## src/rtl/dcache_axi_bridge_if.sv

```systemverilog
// dcache_axi_bridge_if
// Bundles the D-cache line request/response handshake and the five AXI
// channels (AR, R, AW, W, B) used by dcache_axi_bridge.
//   master : the bridge side (accepts cache requests, drives AXI requests)
//   slave  : the environment side (cache client plus AXI memory slave)
interface dcache_axi_bridge_if;
  // D-cache request / refill response
  logic         req_valid;
  logic         req_ready;
  logic [31:0]  req_addr;
  logic         req_write_en;
  logic [127:0] req_data;
  logic         resp_valid;
  logic         resp_ready;
  logic [127:0] resp_data;
  // AXI read address
  logic         ar_valid;
  logic         ar_ready;
  logic [31:0]  ar_address;
  logic [3:0]   ar_id;
  logic [3:0]   ar_length;
  logic [2:0]   ar_size;
  logic [1:0]   ar_burst;
  logic [1:0]   ar_lock;
  logic [3:0]   ar_cache;
  logic [2:0]   ar_protect;
  // AXI read data
  logic         r_valid;
  logic         r_ready;
  logic [3:0]   r_id;
  logic [31:0]  r_data;
  logic [1:0]   r_respond;
  logic         r_last;
  // AXI write address
  logic         aw_valid;
  logic         aw_ready;
  logic [31:0]  aw_address;
  logic [3:0]   aw_id;
  logic [3:0]   aw_length;
  logic [2:0]   aw_size;
  logic [1:0]   aw_burst;
  logic [1:0]   aw_lock;
  logic [3:0]   aw_cache;
  logic [2:0]   aw_protect;
  // AXI write data
  logic         w_valid;
  logic         w_ready;
  logic [3:0]   w_id;
  logic [31:0]  w_data;
  logic [3:0]   w_strobe;
  logic         w_last;
  // AXI write response
  logic         b_valid;
  logic         b_ready;
  logic [3:0]   b_id;
  logic [1:0]   b_respond;

  modport master (
    input  req_valid, req_addr, req_write_en, req_data, resp_ready,
    output req_ready, resp_valid, resp_data,
    output ar_valid, ar_address, ar_id, ar_length, ar_size, ar_burst, ar_lock, ar_cache, ar_protect,
    input  ar_ready,
    input  r_valid, r_id, r_data, r_respond, r_last,
    output r_ready,
    output aw_valid, aw_address, aw_id, aw_length, aw_size, aw_burst, aw_lock, aw_cache, aw_protect,
    input  aw_ready,
    output w_valid, w_id, w_data, w_strobe, w_last,
    input  w_ready,
    input  b_valid, b_id, b_respond,
    output b_ready
  );

  modport slave (
    output req_valid, req_addr, req_write_en, req_data, resp_ready,
    input  req_ready, resp_valid, resp_data,
    input  ar_valid, ar_address, ar_id, ar_length, ar_size, ar_burst, ar_lock, ar_cache, ar_protect,
    output ar_ready,
    output r_valid, r_id, r_data, r_respond, r_last,
    input  r_ready,
    input  aw_valid, aw_address, aw_id, aw_length, aw_size, aw_burst, aw_lock, aw_cache, aw_protect,
    output aw_ready,
    input  w_valid, w_id, w_data, w_strobe, w_last,
    output w_ready,
    output b_valid, b_id, b_respond,
    input  b_ready
  );
endinterface

```

## src/rtl/dcache_axi_bridge.sv

```systemverilog
// dcache_axi_bridge
// Converts single 128-bit D-cache line requests into 4-beat, 32-bit AXI INCR
// bursts. A refill (req_write_en=0) issues AR, collects four R beats and
// returns the line on resp_*. A write-back (req_write_en=1) issues AW, sends
// four W beats and waits for B. One transaction is outstanding at a time.
// Ports:
//   clk  : sole clock, rising edge
//   rst  : asynchronous active-high reset
//   bus  : dcache_axi_bridge_if.master (request/response + AXI AR/R/AW/W/B)
// Parameters:
//   AXI_ID     : driven on ar_id/aw_id/w_id
//   CACHE_ATTR : driven on ar_cache/aw_cache
module dcache_axi_bridge #(
  parameter logic [3:0] AXI_ID     = 4'h1,
  parameter logic [3:0] CACHE_ATTR = 4'b0000
) (
  input  logic                       clk,
  input  logic                       rst,
  dcache_axi_bridge_if.master        bus
);

  typedef enum logic [2:0] {
    IDLE    = 3'd0,
    RD_ADDR = 3'd1,
    RD_DATA = 3'd2,
    RD_RESP = 3'd3,
    WR_ADDR = 3'd4,
    WR_DATA = 3'd5,
    WR_RESP = 3'd6
  } state_e;

  state_e       state_q, state_d;
  logic [1:0]   cnt_q, cnt_d;
  logic [27:0]  addr_q, addr_d;
  logic         wr_q, wr_d;
  logic [127:0] line_q, line_d;

  // Handshake outputs are flops loaded from the next-state decode, so each
  // one equals a decode of the current state with no ready->valid path.
  logic req_ready_q, req_ready_d;
  logic ar_valid_q, ar_valid_d;
  logic r_ready_q, r_ready_d;
  logic resp_valid_q, resp_valid_d;
  logic aw_valid_q, aw_valid_d;
  logic w_valid_q, w_valid_d;
  logic w_last_q, w_last_d;
  logic b_ready_q, b_ready_d;

  // Next-state, datapath and registered-output decode
  always_comb begin
    state_d = state_q;
    cnt_d   = cnt_q;
    addr_d  = addr_q;
    wr_d    = wr_q;
    line_d  = line_q;

    case (state_q)
      IDLE: begin
        // req_ready_q is 0 in the first cycle after reset release
        if (bus.req_valid && req_ready_q) begin
          addr_d  = bus.req_addr[31:4];
          wr_d    = bus.req_write_en;
          line_d  = bus.req_data;
          cnt_d   = 2'd0;
          state_d = bus.req_write_en ? WR_ADDR : RD_ADDR;
        end else begin
          state_d = IDLE;
        end
      end
      RD_ADDR: begin
        if (bus.ar_ready) begin
          cnt_d   = 2'd0;
          state_d = RD_DATA;
        end else begin
          state_d = RD_ADDR;
        end
      end
      RD_DATA: begin
        // Beat count alone ends the burst; r_last/r_id/r_respond are ignored
        if (bus.r_valid) begin
          line_d[{cnt_q, 5'd0} +: 32] = bus.r_data;
          cnt_d = cnt_q + 2'd1;
          if (cnt_q == 2'd3) begin
            state_d = RD_RESP;
          end else begin
            state_d = RD_DATA;
          end
        end else begin
          state_d = RD_DATA;
        end
      end
      RD_RESP: begin
        if (bus.resp_ready) begin
          state_d = IDLE;
        end else begin
          state_d = RD_RESP;
        end
      end
      WR_ADDR: begin
        if (bus.aw_ready) begin
          cnt_d   = 2'd0;
          state_d = WR_DATA;
        end else begin
          state_d = WR_ADDR;
        end
      end
      WR_DATA: begin
        if (bus.w_ready) begin
          cnt_d = cnt_q + 2'd1;
          if (cnt_q == 2'd3) begin
            state_d = WR_RESP;
          end else begin
            state_d = WR_DATA;
          end
        end else begin
          state_d = WR_DATA;
        end
      end
      WR_RESP: begin
        if (bus.b_valid) begin
          state_d = IDLE;
        end else begin
          state_d = WR_RESP;
        end
      end
      default: begin
        state_d = IDLE;
      end
    endcase

    req_ready_d  = (state_d == IDLE);
    ar_valid_d   = (state_d == RD_ADDR);
    r_ready_d    = (state_d == RD_DATA);
    resp_valid_d = (state_d == RD_RESP);
    aw_valid_d   = (state_d == WR_ADDR);
    w_valid_d    = (state_d == WR_DATA);
    w_last_d     = (state_d == WR_DATA) && (cnt_d == 2'd3);
    b_ready_d    = (state_d == WR_RESP);
  end

  // State, datapath and output registers; reset abandons any transfer
  always_ff @(posedge clk or posedge rst) begin
    if (rst) begin
      state_q      <= IDLE;
      cnt_q        <= 2'd0;
      addr_q       <= 28'd0;
      wr_q         <= 1'b0;
      line_q       <= 128'd0;
      req_ready_q  <= 1'b0;
      ar_valid_q   <= 1'b0;
      r_ready_q    <= 1'b0;
      resp_valid_q <= 1'b0;
      aw_valid_q   <= 1'b0;
      w_valid_q    <= 1'b0;
      w_last_q     <= 1'b0;
      b_ready_q    <= 1'b0;
    end else begin
      state_q      <= state_d;
      cnt_q        <= cnt_d;
      addr_q       <= addr_d;
      wr_q         <= wr_d;
      line_q       <= line_d;
      req_ready_q  <= req_ready_d;
      ar_valid_q   <= ar_valid_d;
      r_ready_q    <= r_ready_d;
      resp_valid_q <= resp_valid_d;
      aw_valid_q   <= aw_valid_d;
      w_valid_q    <= w_valid_d;
      w_last_q     <= w_last_d;
      b_ready_q    <= b_ready_d;
    end
  end

  assign bus.req_ready  = req_ready_q;
  assign bus.resp_valid = resp_valid_q;
  assign bus.resp_data  = line_q;

  assign bus.ar_valid   = ar_valid_q;
  assign bus.ar_address = {addr_q, 4'h0};
  assign bus.ar_id      = AXI_ID;
  assign bus.ar_length  = 4'd3;
  assign bus.ar_size    = 3'b010;
  assign bus.ar_burst   = 2'b01;
  assign bus.ar_lock    = 2'b00;
  assign bus.ar_cache   = CACHE_ATTR;
  assign bus.ar_protect = 3'b000;
  assign bus.r_ready    = r_ready_q;

  assign bus.aw_valid   = aw_valid_q;
  assign bus.aw_address = {addr_q, 4'h0};
  assign bus.aw_id      = AXI_ID;
  assign bus.aw_length  = 4'd3;
  assign bus.aw_size    = 3'b010;
  assign bus.aw_burst   = 2'b01;
  assign bus.aw_lock    = 2'b00;
  assign bus.aw_cache   = CACHE_ATTR;
  assign bus.aw_protect = 3'b000;

  assign bus.w_valid    = w_valid_q;
  assign bus.w_id       = AXI_ID;
  assign bus.w_data     = line_q[{cnt_q, 5'd0} +: 32];
  assign bus.w_strobe   = 4'hF;
  assign bus.w_last     = w_last_q;
  assign bus.b_ready    = b_ready_q;

  // Inputs the protocol deliberately ignores
  logic unused_inputs;
  assign unused_inputs = ^{bus.r_last, bus.r_id, bus.r_respond, bus.b_id,
                           bus.b_respond, bus.req_addr[3:0], wr_q};

endmodule

```

## src/flat_wrapper.sv

```systemverilog
// flat-port wrapper written by rule: the top's interface ports become plain ports
module dcache_axi_bridge_flat 
#(
  parameter logic [3:0] AXI_ID     = 4'h1,
  parameter logic [3:0] CACHE_ATTR = 4'b0000
)
  (clk, rst, bus_req_valid, bus_req_addr, bus_req_write_en, bus_req_data, bus_resp_ready, bus_req_ready, bus_resp_valid, bus_resp_data, bus_ar_valid, bus_ar_address, bus_ar_id, bus_ar_length, bus_ar_size, bus_ar_burst, bus_ar_lock, bus_ar_cache, bus_ar_protect, bus_ar_ready, bus_r_valid, bus_r_id, bus_r_data, bus_r_respond, bus_r_last, bus_r_ready, bus_aw_valid, bus_aw_address, bus_aw_id, bus_aw_length, bus_aw_size, bus_aw_burst, bus_aw_lock, bus_aw_cache, bus_aw_protect, bus_aw_ready, bus_w_valid, bus_w_id, bus_w_data, bus_w_strobe, bus_w_last, bus_w_ready, bus_b_valid, bus_b_id, bus_b_respond, bus_b_ready);
  dcache_axi_bridge_if bus_i ();
  input  logic clk;
  input  logic rst;
  input wire logic [$bits(bus_i.req_valid)-1:0] bus_req_valid;
  input wire logic [$bits(bus_i.req_addr)-1:0] bus_req_addr;
  input wire logic [$bits(bus_i.req_write_en)-1:0] bus_req_write_en;
  input wire logic [$bits(bus_i.req_data)-1:0] bus_req_data;
  input wire logic [$bits(bus_i.resp_ready)-1:0] bus_resp_ready;
  output wire logic [$bits(bus_i.req_ready)-1:0] bus_req_ready;
  output wire logic [$bits(bus_i.resp_valid)-1:0] bus_resp_valid;
  output wire logic [$bits(bus_i.resp_data)-1:0] bus_resp_data;
  output wire logic [$bits(bus_i.ar_valid)-1:0] bus_ar_valid;
  output wire logic [$bits(bus_i.ar_address)-1:0] bus_ar_address;
  output wire logic [$bits(bus_i.ar_id)-1:0] bus_ar_id;
  output wire logic [$bits(bus_i.ar_length)-1:0] bus_ar_length;
  output wire logic [$bits(bus_i.ar_size)-1:0] bus_ar_size;
  output wire logic [$bits(bus_i.ar_burst)-1:0] bus_ar_burst;
  output wire logic [$bits(bus_i.ar_lock)-1:0] bus_ar_lock;
  output wire logic [$bits(bus_i.ar_cache)-1:0] bus_ar_cache;
  output wire logic [$bits(bus_i.ar_protect)-1:0] bus_ar_protect;
  input wire logic [$bits(bus_i.ar_ready)-1:0] bus_ar_ready;
  input wire logic [$bits(bus_i.r_valid)-1:0] bus_r_valid;
  input wire logic [$bits(bus_i.r_id)-1:0] bus_r_id;
  input wire logic [$bits(bus_i.r_data)-1:0] bus_r_data;
  input wire logic [$bits(bus_i.r_respond)-1:0] bus_r_respond;
  input wire logic [$bits(bus_i.r_last)-1:0] bus_r_last;
  output wire logic [$bits(bus_i.r_ready)-1:0] bus_r_ready;
  output wire logic [$bits(bus_i.aw_valid)-1:0] bus_aw_valid;
  output wire logic [$bits(bus_i.aw_address)-1:0] bus_aw_address;
  output wire logic [$bits(bus_i.aw_id)-1:0] bus_aw_id;
  output wire logic [$bits(bus_i.aw_length)-1:0] bus_aw_length;
  output wire logic [$bits(bus_i.aw_size)-1:0] bus_aw_size;
  output wire logic [$bits(bus_i.aw_burst)-1:0] bus_aw_burst;
  output wire logic [$bits(bus_i.aw_lock)-1:0] bus_aw_lock;
  output wire logic [$bits(bus_i.aw_cache)-1:0] bus_aw_cache;
  output wire logic [$bits(bus_i.aw_protect)-1:0] bus_aw_protect;
  input wire logic [$bits(bus_i.aw_ready)-1:0] bus_aw_ready;
  output wire logic [$bits(bus_i.w_valid)-1:0] bus_w_valid;
  output wire logic [$bits(bus_i.w_id)-1:0] bus_w_id;
  output wire logic [$bits(bus_i.w_data)-1:0] bus_w_data;
  output wire logic [$bits(bus_i.w_strobe)-1:0] bus_w_strobe;
  output wire logic [$bits(bus_i.w_last)-1:0] bus_w_last;
  input wire logic [$bits(bus_i.w_ready)-1:0] bus_w_ready;
  input wire logic [$bits(bus_i.b_valid)-1:0] bus_b_valid;
  input wire logic [$bits(bus_i.b_id)-1:0] bus_b_id;
  input wire logic [$bits(bus_i.b_respond)-1:0] bus_b_respond;
  output wire logic [$bits(bus_i.b_ready)-1:0] bus_b_ready;
  assign bus_i.req_valid = bus_req_valid;
  assign bus_i.req_addr = bus_req_addr;
  assign bus_i.req_write_en = bus_req_write_en;
  assign bus_i.req_data = bus_req_data;
  assign bus_i.resp_ready = bus_resp_ready;
  assign bus_req_ready = bus_i.req_ready;
  assign bus_resp_valid = bus_i.resp_valid;
  assign bus_resp_data = bus_i.resp_data;
  assign bus_ar_valid = bus_i.ar_valid;
  assign bus_ar_address = bus_i.ar_address;
  assign bus_ar_id = bus_i.ar_id;
  assign bus_ar_length = bus_i.ar_length;
  assign bus_ar_size = bus_i.ar_size;
  assign bus_ar_burst = bus_i.ar_burst;
  assign bus_ar_lock = bus_i.ar_lock;
  assign bus_ar_cache = bus_i.ar_cache;
  assign bus_ar_protect = bus_i.ar_protect;
  assign bus_i.ar_ready = bus_ar_ready;
  assign bus_i.r_valid = bus_r_valid;
  assign bus_i.r_id = bus_r_id;
  assign bus_i.r_data = bus_r_data;
  assign bus_i.r_respond = bus_r_respond;
  assign bus_i.r_last = bus_r_last;
  assign bus_r_ready = bus_i.r_ready;
  assign bus_aw_valid = bus_i.aw_valid;
  assign bus_aw_address = bus_i.aw_address;
  assign bus_aw_id = bus_i.aw_id;
  assign bus_aw_length = bus_i.aw_length;
  assign bus_aw_size = bus_i.aw_size;
  assign bus_aw_burst = bus_i.aw_burst;
  assign bus_aw_lock = bus_i.aw_lock;
  assign bus_aw_cache = bus_i.aw_cache;
  assign bus_aw_protect = bus_i.aw_protect;
  assign bus_i.aw_ready = bus_aw_ready;
  assign bus_w_valid = bus_i.w_valid;
  assign bus_w_id = bus_i.w_id;
  assign bus_w_data = bus_i.w_data;
  assign bus_w_strobe = bus_i.w_strobe;
  assign bus_w_last = bus_i.w_last;
  assign bus_i.w_ready = bus_w_ready;
  assign bus_i.b_valid = bus_b_valid;
  assign bus_i.b_id = bus_b_id;
  assign bus_i.b_respond = bus_b_respond;
  assign bus_b_ready = bus_i.b_ready;
  dcache_axi_bridge #(.AXI_ID(AXI_ID), .CACHE_ATTR(CACHE_ATTR)) u_core (.clk(clk), .rst(rst), .bus(bus_i));
endmodule
```

## config.mk

```make
export PLATFORM = sky130hd
export DESIGN_NAME = dcache_axi_bridge_flat
export DESIGN_NICKNAME = d
export VERILOG_FILES = /design/src/rtl/dcache_axi_bridge_if.sv /design/src/rtl/dcache_axi_bridge.sv /design/src/flat_wrapper.sv
export SDC_FILE = /design/constraint.sdc
export NUM_CORES = 1
export LEC_CHECK = 0
export CORE_AREA = 5 5 192 194
export DETAILED_ROUTE_END_ITERATION = 8
export DIE_AREA = 0 0 197 199
export GPL_TIMING_DRIVEN = 0
export PLACE_DENSITY = 0.65
export SETUP_SLACK_MARGIN = 0.05
export SLEW_MARGIN = 0
export SYNTH_ARGS = -nofsm -noshare
export SYNTH_HDL_FRONTEND = slang
export SYNTH_SLANG_ARGS = --single-unit
export TNS_END_PERCENT = 20
```

## constraint.sdc

```tcl
create_clock -name clk -period 6.35 [get_ports clk]
set_input_delay 0.9525 -clock clk [delete_from_list [all_inputs] [get_ports clk]]
set_output_delay 0.9525 -clock clk [all_outputs]
set_load 0.05 [all_outputs]
```

==> flow_metrics.tcl, run 1 <==
set metrics [dict create \
    status "completed" \
    synth_mux_area_frac 0.0811 \
    clock_skew_ns 0.00682 \
    grt_first_pass_wirelength_um 60800 \
    endpoint_kind "primary output" \
    path_class "reg2out" \
    yosysMostFrequentCell "nand2_1" \
    synth_ff_type "dfrtp_1" \
    postRouteAntennaNets 0 \
    core_area_um2 35100 \
    dp_hpwl_um 32100 \
    synth_top_area_share 0.476 \
    slew_headroom 0.368 \
    vias_per_cell 4.78 \
    period_share 0.698 \
    required_ns 5.40 \
    nets 1614 \
    route.detailed.drc 0 \
    p_leak_nw 6.27 \
    synth_compound_area_frac 0.201 \
    place_congestion 0.883 \
    synth_simple_gate_area_frac 0.116 \
    met2_length_um 21300 \
    synthTopCellsByCount "215 x nand2_1, 169 x dfrtp_1, 129 x a22oi_1" \
    dieWidth_um 197 \
    ys_top_cells_by_area "dfrtp_1 48%, a22oi_1 11%, nand2_1 9.1%, mux4_2 8.1%, buf_4 7.9%" \
    grt_max_degree 124 \
    clk_latency_ns 0.45 \
    drt-pass1-iter-count 5 \
    cts_sinks 169 \
    cp_max_fo 10 \
    drive_above_1_share 0.136 \
    fillerInstances 3436 \
    num_vias 8946 \
    ys_seq_area_frac 0.476 \
    worstMarginPinSlew_ns 0.948 \
    cts_tree "built" \
    io_buffer_count 420 \
    wl_met3_um 2820 \
    io-pin-count 499 \
    drtIter0Drc 424 \
    synth_top_family_by_area "compound AO/OA/AOI/OAI gates" \
    syn-mean-instance-area_um2 9.91 \
    max_freq_mhz 226 \
    clk_pin_slew_worst_paths_ns 0.07 \
    start_kind "flip-flop" \
    wl_per_cell_um 22.6 \
    finalCriticalPeriod_ns 4.43 \
    place_ws_ns 2.31 \
    synth_top_area_cell "dfrtp_1" \
    cts_made_buffers 17 \
    initial_utilization 0.253 \
    finalSetupViolations 0 \
    vdd_ir_drop_max_uv 441 \
    drv_slew 0 \
    cts_htree_levels 4 \
    yosys.area_share.xor_xnor 0 \
    met1_length_um 16800 \
    hold_viol 0 \
    cts_resized 0 \
    die_area_um2 39200 \
    synth_edf_count 0 \
    die_h_um 199 \
    grt-ovfl-total 0 \
    max-cap-violations 0 \
    rows 69 \
    synth-seq-cells 169 \
    hold_buffers 0 \
    power_density_nw_per_um2 623 \
    fin_tns_setup_ns 0 \
    synth-adder-area-share 0.00704 \
    first_global_vias 9326 \
    cts-root-buf "clkbuf_16" \
    syn_area_um2 8880 \
    synth_cells 896 \
    cts_setup_buffers 0 \
    areaGrowthSynthToFinish_pct 64.0 \
    whs_ns 0.507 \
    worstHoldPathType "reg2reg" \
    finalWirelength_um 42300 \
    setup_ws_ns 1.92 \
    rsz0062_at_grt "false" \
    async_reset_ff_frac 1.00 \
    dr.max_layer_used "met5" \
    antenna_found_initial 6 \
    clockBufferDepth 2 \
    grt_util_all_layers 0.209 \
    arrival_ns 3.48 \
    yosys_warnings 0 \
    synth_cell_types 39 \
]
[metrics by stage]
stage / power [mW] / instance area, um^2 / cells / utilization
5_1_grt: 9.50 / 14600 / 1872 / 0.416
2_1_floorplan: 5.77 / 9100 / 954 / -
3_5_place_dp: 7.96 / 13900 / 1836 / 0.397
3_3_place_gp: 7.90 / 13900 / 1835 / 0.396
4_1_cts: 9.14 / 14600 / 1868 / 0.415
6_report: 9.07 / 14600 / 1872 / 0.416
[cells in the final DEF (no fill, tap or decap), types with 3 or more instances in the layout]
cell type        count
nand2_1            215
o21ai_1            121
conb_1              60
clkbuf_1            45
mux4_2              32
clkbuf_16           17
buf_2               13
a22oi_1            129
bufinv_16            4
diode_2              4
buf_4               93
a31oi_2              4
a21oi_1              4
ha_1                 5
clkdlybuf4s50_1    420
inv_1                4
o21ai_0             13
dfrtp_1            169
buf_6                9
nor2_1               8
inv_6                3
[final cells by class]
class	count	area (um^2)	area share
inverters	5	26.3	0.00180
multi-input cells	621	3820	0.262
diodes	4	10.0	0.000687
clock buffers	20	457	0.0313
well taps	461	577	0.0396
repair buffers	421	4230	0.290
clock inverters	12	186	0.0128
plain buffers	159	1030	0.0707
flip-flops and latches	169	4230	0.290
[worst max-delay path: stages (launching register included)]
cell,delay [ns]
dfrtp_1,0.39
clkbuf_1,0.71
clkbuf_1,0.68
mux4_2,0.35
clkdlybuf4s50_1,0.89
[registers in the layout, indices dropped and copies added, names as in the netlist, 2 cells and up]
signal / cells
u_core.addr_q: 28
u_core.bus.resp_data: 128
u_core.cnt_q: 2
u_core.state_q: 3
[kinds of logic (layout without fill, tap and decap cells)]
logic type,count (synthesis),count (layout)
AO/OA/AOI/OAI,279,279
AND/OR/NAND/NOR,245,245
flip-flops,169,169
other,2,64
adder cells (fa/ha/maj),5,5
multiplexers,32,32
buffers and inverters,164,617
[routing by layer]
layer,global-route usage,vias to the layer above
li1,-,4049
met1,0.252,4372
met4,0.0886,4
met3,0.0528,89
met5,0,-
met2,0.354,432
[where the power goes]
group / total (mW) / switching (mW) / internal (mW) / leakage (nW)
Sequential: 1.98 / 0.431 / 1.55 / 2.14
Combinational: 5.92 / 3.94 / 1.99 / 3.82
Clock: 1.17 / 0.479 / 0.686 / 0.310
[worst paths after layout]
path	to	cells after the start	start	slack, ns
max	bus_w_data[29]	4	u_core.cnt_q[1]	1.92
min	u_core.addr_q[22]	2	u_core.addr_q[22]	0.51
max reg2reg	u_core.bus.resp_data[21]	7	u_core.cnt_q[1]	2.44
min reg2reg	u_core.addr_q[22]	2	u_core.addr_q[22]	0.51
max in group asynchronous	u_core.bus.resp_data[118]	3	rst	4.43
min in group asynchronous	u_core.addr_q[10]	2	rst	0.89
(Power assumes the default switching activity.)
==> run 2, diff against run 1 <==
Clock period 6.35 ns to 4.28 ns, I/O delays scaled along.
==> run 2 against run 1 <==
Sequential power rose by 49%. Critical path type unchanged. Sequential cell count did not move. Register-to-register slack got worse by 1.8 ns. Critical path depth did not move. Critical endpoint is now bus_w_data[16].
==> flow_metrics.tcl, run 2 (synthesis gave the netlist of run 1 again) <==
set metrics [dict create \
    dp_cells 1839 \
    layout_commonest_cell "clkdlybuf4s50_1" \
    max-cap-violations 0 \
    dieWidth_um 197 \
    p_leak_nw 6.27 \
    rsz0062_at_grt "false" \
    arrival_ns 3.45 \
    crit_chain "clkbuf_1 -> clkbuf_1 -> mux4_2 -> clkdlybuf4s50_1" \
    route.detailed.drc 0 \
    finalCriticalPeriod_ns 4.09 \
    endpoint_kind "primary output" \
    stdcell_area_um2 14600 \
    worstHoldPathType "reg2reg" \
    largest_reg_flops 128 \
    clk_pin_slew_worst_paths_ns 0.07 \
    io-pin-count 499 \
    cts_htree_levels 4 \
    first_global_vias 9416 \
    wl_per_cell_um 22.8 \
    fin_util 0.416 \
    rows 69 \
    final_cell_mix "420 x clkdlybuf4s50_1, 215 x nand2_1, 169 x dfrtp_1, 129 x a22oi_1, 121 x o21ai_1" \
    vdd_ir_drop_max_uv 556 \
    drtIter0Drc 584 \
    start_kind "flip-flop" \
    drive_above_1_share 0.139 \
    crit_end "bus_w_data[16]" \
    cp_slowest_cell "clkdlybuf4s50_1" \
    drv_slew 0 \
    dp_hpwl_um 32500 \
    path_class "reg2out" \
    clock_skew_ns 0.00565 \
    worstMarginPinSlew_ns 0.955 \
    drt-pass1-iter-count 5 \
    max_freq_mhz 244 \
    r2r_slack_ns 0.61 \
    die_area_um2 39200 \
    die_h_um 199 \
    dpl-instance-area_um2 14000 \
    grt_max_degree 41 \
    power_density_nw_per_um2 918 \
    max_stage_delay_ns 0.81 \
    grt-ovfl-total 0 \
    antenna_found_initial 4 \
    finalWirelength_um 42800 \
    cp_max_fo 10 \
    vias_per_cell 4.80 \
    cp_num_buf_inv 3 \
    crit_start "u_core.cnt_q[1]" \
    initial_utilization 0.253 \
    cts_sinks 169 \
    cts-root-buf "clkbuf_16" \
    required_ns 3.64 \
    postRouteAntennaNets 0 \
    num_vias 8994 \
    cts_tree "built" \
    period_share 0.957 \
    cpMostUsedCell "clkbuf_1" \
    status "completed" \
    slew_headroom 0.363 \
    grt_first_pass_wirelength_um 61700 \
    hold_viol 0 \
    cts_made_buffers 17 \
    io_buffer_count 420 \
    path_delay_family "buffers and inverters" \
    clockBufferDepth 2 \
    place_congestion 0.875 \
    rr_worst_depth 7 \
    crit_cells 4 \
    core_area_um2 35100 \
    nets 1617 \
    cts_setup_buffers 0 \
    fin_tns_setup_ns 0 \
    clk_latency_ns 0.44 \
    areaGrowthSynthToFinish_pct 64.1 \
    r2r-end "u_core.bus.resp_data[57]" \
    finalSetupViolations 0 \
    final_cells 1875 \
    whs_ns 0.509 \
    grt_util_all_layers 0.210 \
    r2r_start "u_core.cnt_q[1]" \
]
[run 2: cell count changes in the layout (fill, tap and decap cells not counted), sizes merged]
cell / before / now
buf: 116 / 119
bufinv: 4 / 2
clkinv: 2 / 3
clkinvlp: 2 / 4
inv: 9 / 8
[run 2: worst register-to-register path, cell delays in order, from the launching register on]
cell      delay (ns)
dfrtp_1         0.39
clkbuf_1        0.73
clkbuf_2        0.52
inv_1           0.13
ha_1            0.22
a31oi_2         0.68
clkbuf_1        0.67
o21ai_1         0.19
[run 2: how the worst min path moves through the flow]
stage | start | endpoint | slack [ns] | cells after the start
after floorplan | u_core.cnt_q[0] | u_core.cnt_q[0] | 0.66 | 3
after global placement | u_core.bus.resp_data[24] | u_core.bus.resp_data[24] | 0.49 | 2
after detailed placement | u_core.addr_q[22] | u_core.addr_q[22] | 0.49 | 2
after CTS | u_core.addr_q[22] | u_core.addr_q[22] | 0.51 | 2
after global routing | u_core.addr_q[22] | u_core.addr_q[22] | 0.54 | 2
final | u_core.addr_q[22] | u_core.addr_q[22] | 0.51 | 2
[run 2: where the power goes]
group	internal (mW)	switching [mW]	leakage [nW]	total (mW)
registers	2.30	0.661	2.14	2.96
logic	2.95	5.85	3.84	8.81
clock network	0.901	0.715	0.284	1.62
[run 2: routing by layer]
metal  vias up  GRT usage  share of wire
li1       4057          -              -
met1      4385      0.260           0.39
met2       476      0.362           0.50
met3        70     0.0503          0.080
met4         6     0.0678          0.026
met5         -          0         0.0011
[run 2: area by class of cell]
| class | instances | area (um^2) |
|---|---|---|
| antenna | 4 | 10.0 |
| buffer | 159 | 1030 |
| clock buffer | 20 | 457 |
| clock inverter | 12 | 140 |
| fill | 3447 | 20500 |
| inverter | 5 | 22.5 |
| multi-input combinational | 621 | 3820 |
| sequential | 169 | 4230 |
| tap | 461 | 577 |
| timing repair buffer | 424 | 4280 |
[run 2: what timing repair did]
action                                  CTS  global route
resized for setup                         1             0
endpoints found under the setup margin    7             0
hold buffers                              0             0
[run 2: through the flow]
step / power [mW] / setup slack, ns
final: 13.4 / 0.185
after global routing: 14.0 / 0.112
after CTS: 13.5 / 0.169
after detailed placement: 11.8 / 0.184
after global placement: 11.7 / -0.147
after floorplan: 8.57 / 1.48
